==> src/rtl/stream_burst_addr_gen_counter.sv <==
// Beat counter: clears to zero, increments by one when enabled.
// Latency: count visible the cycle after the enable edge.
// Backpressure: none; the caller gates en_i with its own handshake.
module stream_burst_addr_gen_counter #(
  parameter int unsigned Width = 16
) (
  input  logic             clk_i,
  input  logic             rst_ni,
  input  logic             clr_i,
  input  logic             en_i,
  output logic [Width-1:0] cnt_o
);

  logic [Width-1:0] cnt_q;

  always_ff @(posedge clk_i or negedge rst_ni) begin
    if (!rst_ni) begin
      cnt_q <= '0;
    end else if (clr_i) begin
      cnt_q <= '0;
    end else if (en_i) begin
      cnt_q <= cnt_q + Width'(1);
    end
  end

  assign cnt_o = cnt_q;

endmodule

==> src/rtl/stream_burst_addr_gen.sv <==
// Burst address generator: turns {base, stride, len, we} descriptors into beat requests.
// Latency: first beat is valid the cycle after descriptor acceptance; done pulses after the last beat.
// Backpressure: beats hold while req_ready_i is low; the next descriptor is taken on the last beat.
module stream_burst_addr_gen #(
  parameter int unsigned AddrWidth = 32,
  parameter int unsigned LenWidth  = 16
) (
  input  logic                 clk_i,
  input  logic                 rst_ni,
  input  logic                 clr_i,
  input  logic [AddrWidth-1:0] desc_addr_i,
  input  logic [AddrWidth-1:0] desc_stride_i,
  input  logic [LenWidth-1:0]  desc_len_i,
  input  logic                 desc_we_i,
  input  logic                 desc_valid_i,
  output logic                 desc_ready_o,
  output logic [AddrWidth-1:0] req_addr_o,
  output logic                 req_we_o,
  output logic                 req_last_o,
  output logic                 req_valid_o,
  input  logic                 req_ready_i,
  output logic                 busy_o,
  output logic                 done_o
);

  localparam logic [0:0] StIdle  = 1'b0;
  localparam logic [0:0] StBurst = 1'b1;

  logic [0:0]           state_q;
  logic [AddrWidth-1:0] addr_q;
  logic [AddrWidth-1:0] stride_q;
  logic [LenWidth-1:0]  len_q;
  logic                 we_q;
  logic                 done_q;
  logic [LenWidth-1:0]  beat_cnt;

  logic beat_hs;
  logic last_hs;
  logic desc_hs;
  logic desc_empty;
  logic start;

  assign busy_o      = (state_q == StBurst);
  assign req_valid_o = busy_o;
  assign req_addr_o  = addr_q;
  assign req_we_o    = we_q;
  assign req_last_o  = busy_o && (beat_cnt == len_q - LenWidth'(1));
  assign done_o      = done_q;

  assign beat_hs      = req_valid_o && req_ready_i;
  assign last_hs      = beat_hs && req_last_o;
  assign desc_ready_o = (state_q == StIdle) || last_hs;
  assign desc_hs      = desc_valid_i && desc_ready_o;
  assign desc_empty   = (desc_len_i == '0);
  assign start        = desc_hs && !desc_empty && !clr_i;

  // The counter restarts on every new burst so k tracks the beat in flight.
  stream_burst_addr_gen_counter #(
    .Width (LenWidth)
  ) u_beat_cnt (
    .clk_i  (clk_i),
    .rst_ni (rst_ni),
    .clr_i  (clr_i || start),
    .en_i   (beat_hs && !last_hs),
    .cnt_o  (beat_cnt)
  );

  always_ff @(posedge clk_i or negedge rst_ni) begin
    if (!rst_ni) begin
      state_q  <= StIdle;
      addr_q   <= '0;
      stride_q <= '0;
      len_q    <= '0;
      we_q     <= 1'b0;
      done_q   <= 1'b0;
    end else if (clr_i) begin
      state_q <= StIdle;
      done_q  <= 1'b0;
    end else begin
      done_q <= last_hs || (desc_hs && desc_empty);
      if (start) begin
        state_q  <= StBurst;
        addr_q   <= desc_addr_i;
        stride_q <= desc_stride_i;
        len_q    <= desc_len_i;
        we_q     <= desc_we_i;
      end else if (last_hs) begin
        state_q <= StIdle;
      end else if (beat_hs) begin
        // Accumulated sum wraps naturally at the address width.
        addr_q <= addr_q + stride_q;
      end
    end
  end

endmodule

==> config.mk <==
export PLATFORM = sky130hd
export DESIGN_NAME = stream_burst_addr_gen
export DESIGN_NICKNAME = d
export VERILOG_FILES = /design/src/rtl/stream_burst_addr_gen_counter.sv /design/src/rtl/stream_burst_addr_gen.sv
export SDC_FILE = /design/constraint.sdc
export NUM_CORES = 1
export LEC_CHECK = 0
export ABC_AREA = 1
export CAP_MARGIN = 40
export CORE_MARGIN = 1
export CORE_UTILIZATION = 54
export DETAILED_ROUTE_END_ITERATION = 12
export PLACE_DENSITY = 0.82
export REMOVE_ABC_BUFFERS = 1
export SLEW_MARGIN = 10
export SYNTH_ARGS = -nofsm -noshare
export SYNTH_HDL_FRONTEND = slang
export SYNTH_SLANG_ARGS = --single-unit
==> constraint.sdc <==
create_clock -name clk_i -period 2.7 [get_ports clk_i]
set_input_delay 0.54 -clock clk_i [delete_from_list [all_inputs] [get_ports clk_i]]
set_output_delay 0.54 -clock clk_i [all_outputs]
set_load 0.01 [all_outputs]
==> results.py <==
metrics = {
    "outcome": {
        "status": "finished with violations",
        "violations": "negative setup slack",
    },
    "sta": {
        "tightest_slew_ps": 470.0,
        "clock_skew_ps": 7.932,
        "layout_min_cycle_time_ps": 2767,
        "slew_violations": 0,
        "report.final.setup_viol": 39,
        "max-slew-margin-rel": 0.6867,
        "fmax_ghz": 0.3614,
        "rsz0062_at_grt": "true",
        "fin_crit_sh": 1.025,
        "hold_viol": 0,
        "timing.final.ws_setup_ps": -67.21,
    },
    "power": {
        "peakVddDrop_uv": 490.3,
        "p_leak_nw": 4.852,
        "power.total_mw": 6.971,
        "power.density_mw_per_mm2": 705.3,
    },
    "layout": {
        "drive_above_1_share": 0.1653,
        "fin_nets": 1332,
        "antennaDiodeCount": 0,
        "multiInputGateArea_mm2": 0.004369,
        "nFillCells": 952,
        "seq_area_mm2": 0.002484,
        "final_cells": 1388,
        "area_growth_pct": 40.59,
    },
    "worst_setup_path": {
        "cp-end-kind": "flop",
        "cp-start-kind": "flop",
        "crit_family": "simple AND/OR/NAND/NOR gates",
        "crit_buf_inv": 5,
        "worst-endpoint-arrival_ps": 3000,
        "worstPathRequired_ps": 2930,
        "path_class": "flop to flop",
        "max_stage_delay_ps": 440,
        "crit_path_cell_trace": "buf_4 -> xnor2_1 -> xor2_1 -> nand3_1 -> nor2_1 -> nand4_1 -> nand2_2 -> buf_6 -> nand4_4 -> clkinv_8 -> buf_12 -> clkbuf_16 -> o21ai_1",
        "path_max_fanout": 9,
        "crit_slowest_cell": "dfrtp_2",
    },
    "clock_tree": {
        "cts.path.max_buffers": 2,
        "numCtsBuffers": 9,
        "cts_htree_levels": 3,
        "clock_sinks": 99,
        "clock_latency_ps": 350,
        "cts_hold_buffers": 0,
        "clk_pin_slew_ps": 70,
        "cts_tree": "yes",
        "root_buffer": "clkbuf_16",
    },
    "flow_run": {
        "drv_cap": 0,
    },
    "global_routing": {
        "gr-usage-all-layers": 0.3029,
        "grt_pass1_wl_mm": 31.62,
        "grt.overflow.total": 0,
        "grt_max_degree": 65,
        "grt_antenna_before_repair": 0,
        "grt_pass1_vias": 6834,
    },
    "placement": {
        "hpwlAfterDp_mm": 15.13,
        "place_inst": 1342,
        "port_buffers": 123,
        "gp_congestion": 0.9628,
    },
    "floorplan": {
        "core-area_mm2": 0.01267,
        "die_width_um": 116.1,
        "pin_count": 124,
        "dieArea_mm2": 0.01348,
        "fp-row-count": 41,
        "start_util": 0.5549,
        "die_h_um": 116.1,
    },
    "drt": {
        "final_antenna_net_count": 0,
        "drtPass1Iterations": 5,
        "vias_per_cell": 5.577,
        "vias": 7741,
        "wl_mm": 22.89,
        "routedWlPerCell_um": 16.49,
        "drt_iter0_drc": 568,
        "drc": 0,
    },
    "logic_synthesis": {
        "synth.distinct_cells": 35,
        "yosysSeqAreaShare": 0.3524,
        "syn_area_mm2": 0.007030,
        "syn_area_per_cell_um2": 6.786,
        "synth_xor_area_frac": 0.04859,
        "synth-seq-cells": 99,
        "synth_top_family_by_area": "simple AND/OR/NAND/NOR gates",
        "netlist_instances": 1036,
        "synthAdderAreaFrac": 0.06158,
        "synthMuxAreaShare": 0,
        "yosysWarnings": 0,
        "synth-compound-area-share": 0.08934,
        "synth-simple-area-share": 0.3657,
    },
    "min_path": {
        "min_path_type": "primary input to asynchronous set/reset pin",
    },
}
-- path summary, 6_finish.rpt --
check,from,to,slack (ps),depth (start not counted)
setup / recovery,len_q[7]$_DFFE_PN0P_,len_q[10]$_DFFE_PN0P_,-70,13
hold / removal,rst_ni,req_addr_o[4]$_DFFE_PN0P_,130,1
setup reg to reg,len_q[7]$_DFFE_PN0P_,len_q[10]$_DFFE_PN0P_,-70,13
hold reg to reg,stride_q[18]$_DFFE_PN0P_,stride_q[18]$_DFFE_PN0P_,490,2
max in group asynchronous,rst_ni,len_q[2]$_DFFE_PN0P_,1850,2
min in group clk_i,stride_q[18]$_DFFE_PN0P_,stride_q[18]$_DFFE_PN0P_,490,2
-- sequential cells by signal (all words and copies together), names as in the netlist --
register          count
req_addr_o           32
stride_q             32
len_q                16
u_beat_cnt.cnt_o     16
busy_o                1
done_o                1
req_we_o              1
-- what timing repair did --
action / 4_1_cts / 5_1_grt
setup buffers: 3 / 13
resized for setup: 20 / 142
cloned: 0 / 16
pin swaps: 4 / 38
setup endpoints to repair: 38 / 95
-- cells by family after synthesis --
| family | after synthesis |
|---|---|
| and+or+nand+nor | 604 |
| xor gates and xnor gates | 39 |
| buffers and inverters | 140 |
| adders and majority gates | 34 |
| AOI/OAI and AO/OA | 120 |
| DFF | 99 |
-- synthesized netlist by cell type (all sizes together) --
cell type    n  area (um2)
a211oi       1       7.510
a21boi       1       7.510
a21o         4       30.03
a21oi       45       225.2
buf         24       142.6
clkbuf       7       27.52
dfrtp       99        2477
fa           1       20.02
ha          33       412.9
inv        109       409.1
nand2      364        1369
nand3       79       395.4
nand3b       5       37.54
nand4       29       196.4
nor2        89       356.6
nor3        21       105.1
nor3b        4       30.03
nor4         6       37.54
o211ai       2       15.01
o21ai       64       320.3
o21bai       3       22.52
or2          7       43.80
xnor2       19       166.4
xor2        20       175.2
-- report_power, final --
| part | switching (mW) | internal, mW |
|---|---|---|
| Combinational | 2.05 | 1.59 |
| Sequential | 0.303 | 1.77 |
| Clock | 0.581 | 0.673 |
| Total | 2.93 | 4.04 |
-- cell usage in the layout (no fill, tap or decap), types with 4 or more instances in the layout --
cell / instances
a21o_1: 4
a21oi_1: 44
buf_12: 10
buf_4: 41
buf_6: 12
clkbuf_16: 19
clkdlybuf4s50_1: 120
dfrtp_1: 94
dfrtp_2: 5
ha_1: 32
inv_1: 101
inv_2: 7
nand2_1: 319
nand2_2: 36
nand2_4: 9
nand3_1: 67
nand3_2: 11
nand3b_1: 5
nand4_1: 28
nor2_1: 71
nor2_2: 9
nor2_4: 9
nor3_1: 18
nor4_1: 6
o21ai_0: 44
o21ai_1: 15
o21ai_2: 5
or2_2: 6
xnor2_1: 17
xor2_1: 19
-- final cells by class --
type / count / area share
multi-input cells: 798 / 0.4420
flip-flops and latches: 99 / 0.2513
repair buffers: 195 / 0.2139
inverters: 109 / 0.04266
clock buffers: 12 / 0.02595
well taps: 172 / 0.02177
clock inverters: 3 / 0.002405
-- worst reg2reg max path: cells and delay by family (launching register included) --
kind,cells,cell delay [ps]
AND/OR/NAND/NOR,5,830
buffers and inverters,5,780
XOR/XNOR,2,530
flip-flops,1,440
AO/OA/AOI/OAI,1,60
-- stage by stage --
| stage | setup WS, ps | TNS (ps) | hold slack, ps | utilization | instance area [um2] |
|---|---|---|---|---|---|
| floorplan | -875.4 | -56800 | 244.4 | - | 6860 |
| global placement | -66.02 | -141.0 | 464.2 | 0.6862 | 8695 |
| detailed placement | -166.5 | -1688 | 472.0 | 0.6862 | 8695 |
| CTS | 3.426 | 0 | 145.5 | 0.7136 | 9042 |
| global route | -174.1 | -9053 | 166.0 | 0.7801 | 9884 |
| finish | -67.21 | -1299 | 132.5 | 0.7801 | 9884 |
-- routing by layer --
| metal | global-route usage | vias up | part of all wire |
|---|---|---|---|
| met2 | 0.5198 | 346 | 0.49 |
| met4 | 0.1333 | 0 | 0.042 |
| met3 | 0.05138 | 82 | 0.068 |
| li1 | - | 3707 | - |
| met5 | 0 | - | 0 |
| met1 | 0.3758 | 3606 | 0.40 |
Power figures use the tool's default switching activity.
==> variant 1 (same flow settings) <==
`LenWidth`: 16 -> 32.
--- a/src/rtl/stream_burst_addr_gen.sv
+++ b/src/rtl/stream_burst_addr_gen.sv
@@ -3,7 +3,7 @@
 // Backpressure: beats hold while req_ready_i is low; the next descriptor is taken on the last beat.
 module stream_burst_addr_gen #(
   parameter int unsigned AddrWidth = 32,
-  parameter int unsigned LenWidth  = 16
+  parameter int unsigned LenWidth  = 32
 ) (
   input  logic                 clk_i,
   input  logic                 rst_ni,
Ports: changed (resized desc_len_i); port bits go from 124 to 140. No check against the original RTL was run, so the function may have changed too.
==> variant 1 against the original RTL <==
The flow still finishes with violations (negative setup slack). Clock power increased by 86%. Design area increased by 50%. Power increased by 51%. Utilization increased by 11 points. Area after synthesis increased by 31%. Setup slack got worse by 0.46 ns. Worst hold slack got worse by 0.059 ns. Sequential share of layout area decreased by 3.0 points. Clock skew increased by 0.010 ns. Wire length increased by 77%. Sequential cell count increased by 32. Sequential power increased by 34%. Critical path type unchanged.
==> variant 1: results (changes against the original RTL) <==
routing:
  met1_length_um: 13880  # +52%
  drt-pass1-iter-count: 8  # +3
  wl_um: 40580  # +77%
  wl_met3_um: 4132  # +170%
  dr_wl_met2_um: 19200  # +71%
  via_per_inst: 6.108  # +9.5%
logic_synthesis:
  yosysTopAreaCellShare_pct: 35.47  # +0.23 points
  ys_types: 42  # +20%
  yosysSeqAreaShare_pct: 35.47  # +0.23 points
  syn_inst: 1331  # +28%
  yosys-top-cells-area: "dfrtp_1 35%, nand2_1 18%, nor2_1 7.7%"
pwr:
  p_seq_w: 0.00278  # +34%
  p_total_w: 0.01054  # +51%
  switching_power_w: 0.004462  # +52%
  power_leakage_nw: 7.058  # +45%
  p_comb_w: 0.00544  # +49%
setup_path:
  slowest_stage: "dfrtp_1"
  crit_arrival_ns: 3.57  # +0.57 ns
  r2r_start: "len_q[6]"
  max_stage_delay_ns: 0.42  # -0.02 ns
  path_max_fanout: 8  # -1
global_routing:
  met1_usage_pct: 46.00  # +8.4 points
  grt_max_degree: 60  # -7.7%
  grt_util_met2_pct: 65.56  # +14 points
  grt_pass1_wl_um: 53640  # +70%
  grt_usage_pct: 39.31  # +9.0 points
place:
  dpl_worst_slack_ns: -0.3904  # -0.2239 ns
  post-dp-hpwl_um: 22010  # +46%
  place_area_mm2: 0.01206  # +39%
  portBuffers: 139  # +13%
sta:
  clock_skew_ns: 0.01820  # +0.01027 ns
  hold_slack_ns: 0.07399  # -0.05854 ns
  final-setup-viol-count: 132  # +240%
  tightestPinTransition_ns: 0.6103  # +0.1403 ns
  final.setup.worst_slack_ns: -0.5280  # -0.4608 ns
layout:
  final_cells: 1899  # +37%
  drive_above_1_share_pct: 30.91  # +14 points
  seqCellArea_mm2: 0.003281  # +32%
  final.fill_count: 785  # -18%
outcome:
  outcome: "finished with violations"
  violations: "negative setup slack"
clock_network:
  numCtsBuffers: 17  # +8
  cts.htree.levels: 4  # +1
==> variant 1: logic make-up (layout without fill, tap and decap cells) <==
group	Yosys count	in the layout	synth area share [%]
AO/OA/AOI/OAI	121	121	7.447
multiplexers	1	1	0.1083
buffers and inverters	139	487	6.336
AND/OR/NAND/NOR	816	816	37.52
flip-flops	131	131	35.47
XOR/XNOR	89	89	8.435
adder cells (fa/ha/maj)	34	34	4.685
==> variant 1: cell type report <==
| cell class | instances | area share (%) |
|---|---|---|
| Sequential cell | 131 | 22.11 |
| Clock buffer | 21 | 3.036 |
| Inverter | 106 | 2.817 |
| Timing Repair Buffer | 351 | 24.98 |
| Tap cell | 220 | 1.855 |
| Multi-Input combinational cell | 1061 | 44.46 |
| Clock inverter | 9 | 0.7337 |
==> variant 1: timing repair <==
action	4_1_cts	5_1_grt
setup buffers	30	10
pin swaps	27	118
setup endpoints to repair	132	133
gates resized for setup	103	329
gates cloned	16	8
==> variant 2 (config.mk and constraints unchanged) <==
Without the edit above. Reset style: synchronous (`rst_ni`), changed in 2 clocked blocks.
--- a/src/rtl/stream_burst_addr_gen_counter.sv
+++ b/src/rtl/stream_burst_addr_gen_counter.sv
@@ -13,7 +13,7 @@
 
   logic [Width-1:0] cnt_q;
 
-  always_ff @(posedge clk_i or negedge rst_ni) begin
+  always_ff @(posedge clk_i) begin
     if (!rst_ni) begin
       cnt_q <= '0;
     end else if (clr_i) begin
--- a/src/rtl/stream_burst_addr_gen.sv
+++ b/src/rtl/stream_burst_addr_gen.sv
@@ -65,7 +65,7 @@
     .cnt_o  (beat_cnt)
   );
 
-  always_ff @(posedge clk_i or negedge rst_ni) begin
+  always_ff @(posedge clk_i) begin
     if (!rst_ni) begin
       state_q  <= StIdle;
       addr_q   <= '0;
Check against the original RTL: differs if rst_ni is asserted again (counterexample within 4 cycles, from zero or initial values and one cycle with rst_ni low); with rst_ni held inactive, the same outputs for 4 cycles.
==> variant 2 against the original RTL <==
Wire length shrank 14%. Area after synthesis shrank 3.3%. Setup slack gained 0.17 ns. Critical path depth shrank 2. Sequential cell count is the same. Register-to-register slack gained 0.20 ns. Clock skew is essentially flat. Design area shrank 10%.
Power is not compared: it rests on default switching activity, and its combinational part moved more than twofold at a synthesized area within 25%.
==> variant 2: results (changes against the original RTL) <==
routing:
  drtIter0Drc: 468  # -18%
  wl_um: 19690  # -14%
  met1_length_um: 8975  # -1.6%
global_routing:
  met1_usage_pct: 40.32  # +2.7 points
  grt_pass1_vias: 6741  # -1.4%
  grt_max_degree: 43  # -34%
  met3_usage_pct: 6.194  # +1.1 points
layout:
  nNonClkInverters: 150  # +38%
  clock_buffers: 11  # -1
  multi_input_area_share_pct: 46.42  # +2.2 points
  drive_above_1_share_pct: 8.538  # -8.0 points
  buffer_area_share_pct: 18.41  # -3.0 points
  multi_input_cells: 749  # -6.1%
logic_synthesis:
  synth_common_cells: "217 x nand2_1, 145 x inv_1, 110 x a21oi_1, 99 x dfxtp_1, 89 x nand3_1"
  synth_xor_area_share_pct: 6.699  # +1.8 points
  synthAdderAreaFrac_pct: 6.367  # +0.21 points
  yosys-top-cells-area: "dfxtp_1 29%, nand2_1 12%, a21oi_1 8.1%"
setup_path:
  reg2reg_to: "req_addr_o[29]"
  r2r_start: "len_q[1]"
  path_max_fanout: 2  # -7
  reg2regPathDepth: 16  # +3
  ff2ff_setup_slack_ns: 0.13  # +0.20 ns
place:
  dpl_worst_slack_ns: -0.06834  # +0.09821 ns
  post-dp-hpwl_um: 15080  # -0.31%
sta:
  tightestPinTransition_ns: 0.4849  # +0.01495 ns
  clock_skew_ns: 0.007734  # -0.0001976 ns
  final.setup.worst_slack_ns: 0.1058  # +0.1730 ns
  hold_slack_ns: 0.4500  # +0.3175 ns
die:
  nWellTaps: 168  # -2.3%
worst_hold_path:
  hold_path_class: "flip-flop to flip-flop"
outcome:
  outcome: "complete, no violations"
-- variant 2: cell count changes after synthesis, moves of 12 or more --
cell     change
a21oi_1     +65
dfrtp_1     -99
dfxtp_1     +99
inv_1       +40
nand2_1    -146
nand4_1     +21
nor2_1      -17
o21ai_1     +12
xor2_1      +16
-- variant 2: what timing repair did --
| item | in CTS | in global routing |
|---|---|---|
| setup buffers | 2 | 0 |
| gates resized for setup | 12 | 34 |
| pin swaps | 3 | 14 |
| endpoints found under the setup margin | 4 | 59 |
| endpoints found under the hold margin | 0 | 0 |
-- variant 2: worst max path at each step --
stage                         endpoint  depth (start not counted)
final                     desc_ready_o                         11
after global routing      desc_ready_o                         11
after CTS                 desc_ready_o                         13
after detailed placement  desc_ready_o                         12
after global placement    desc_ready_o                         11
after floorplan               len_q[0]                         15
-- variant 2: tightest hold or removal path: stages, from the launching register on --
cell and delay [ns]:
dfxtp_1 0.31, inv_1 0.05, a21oi_1 0.05
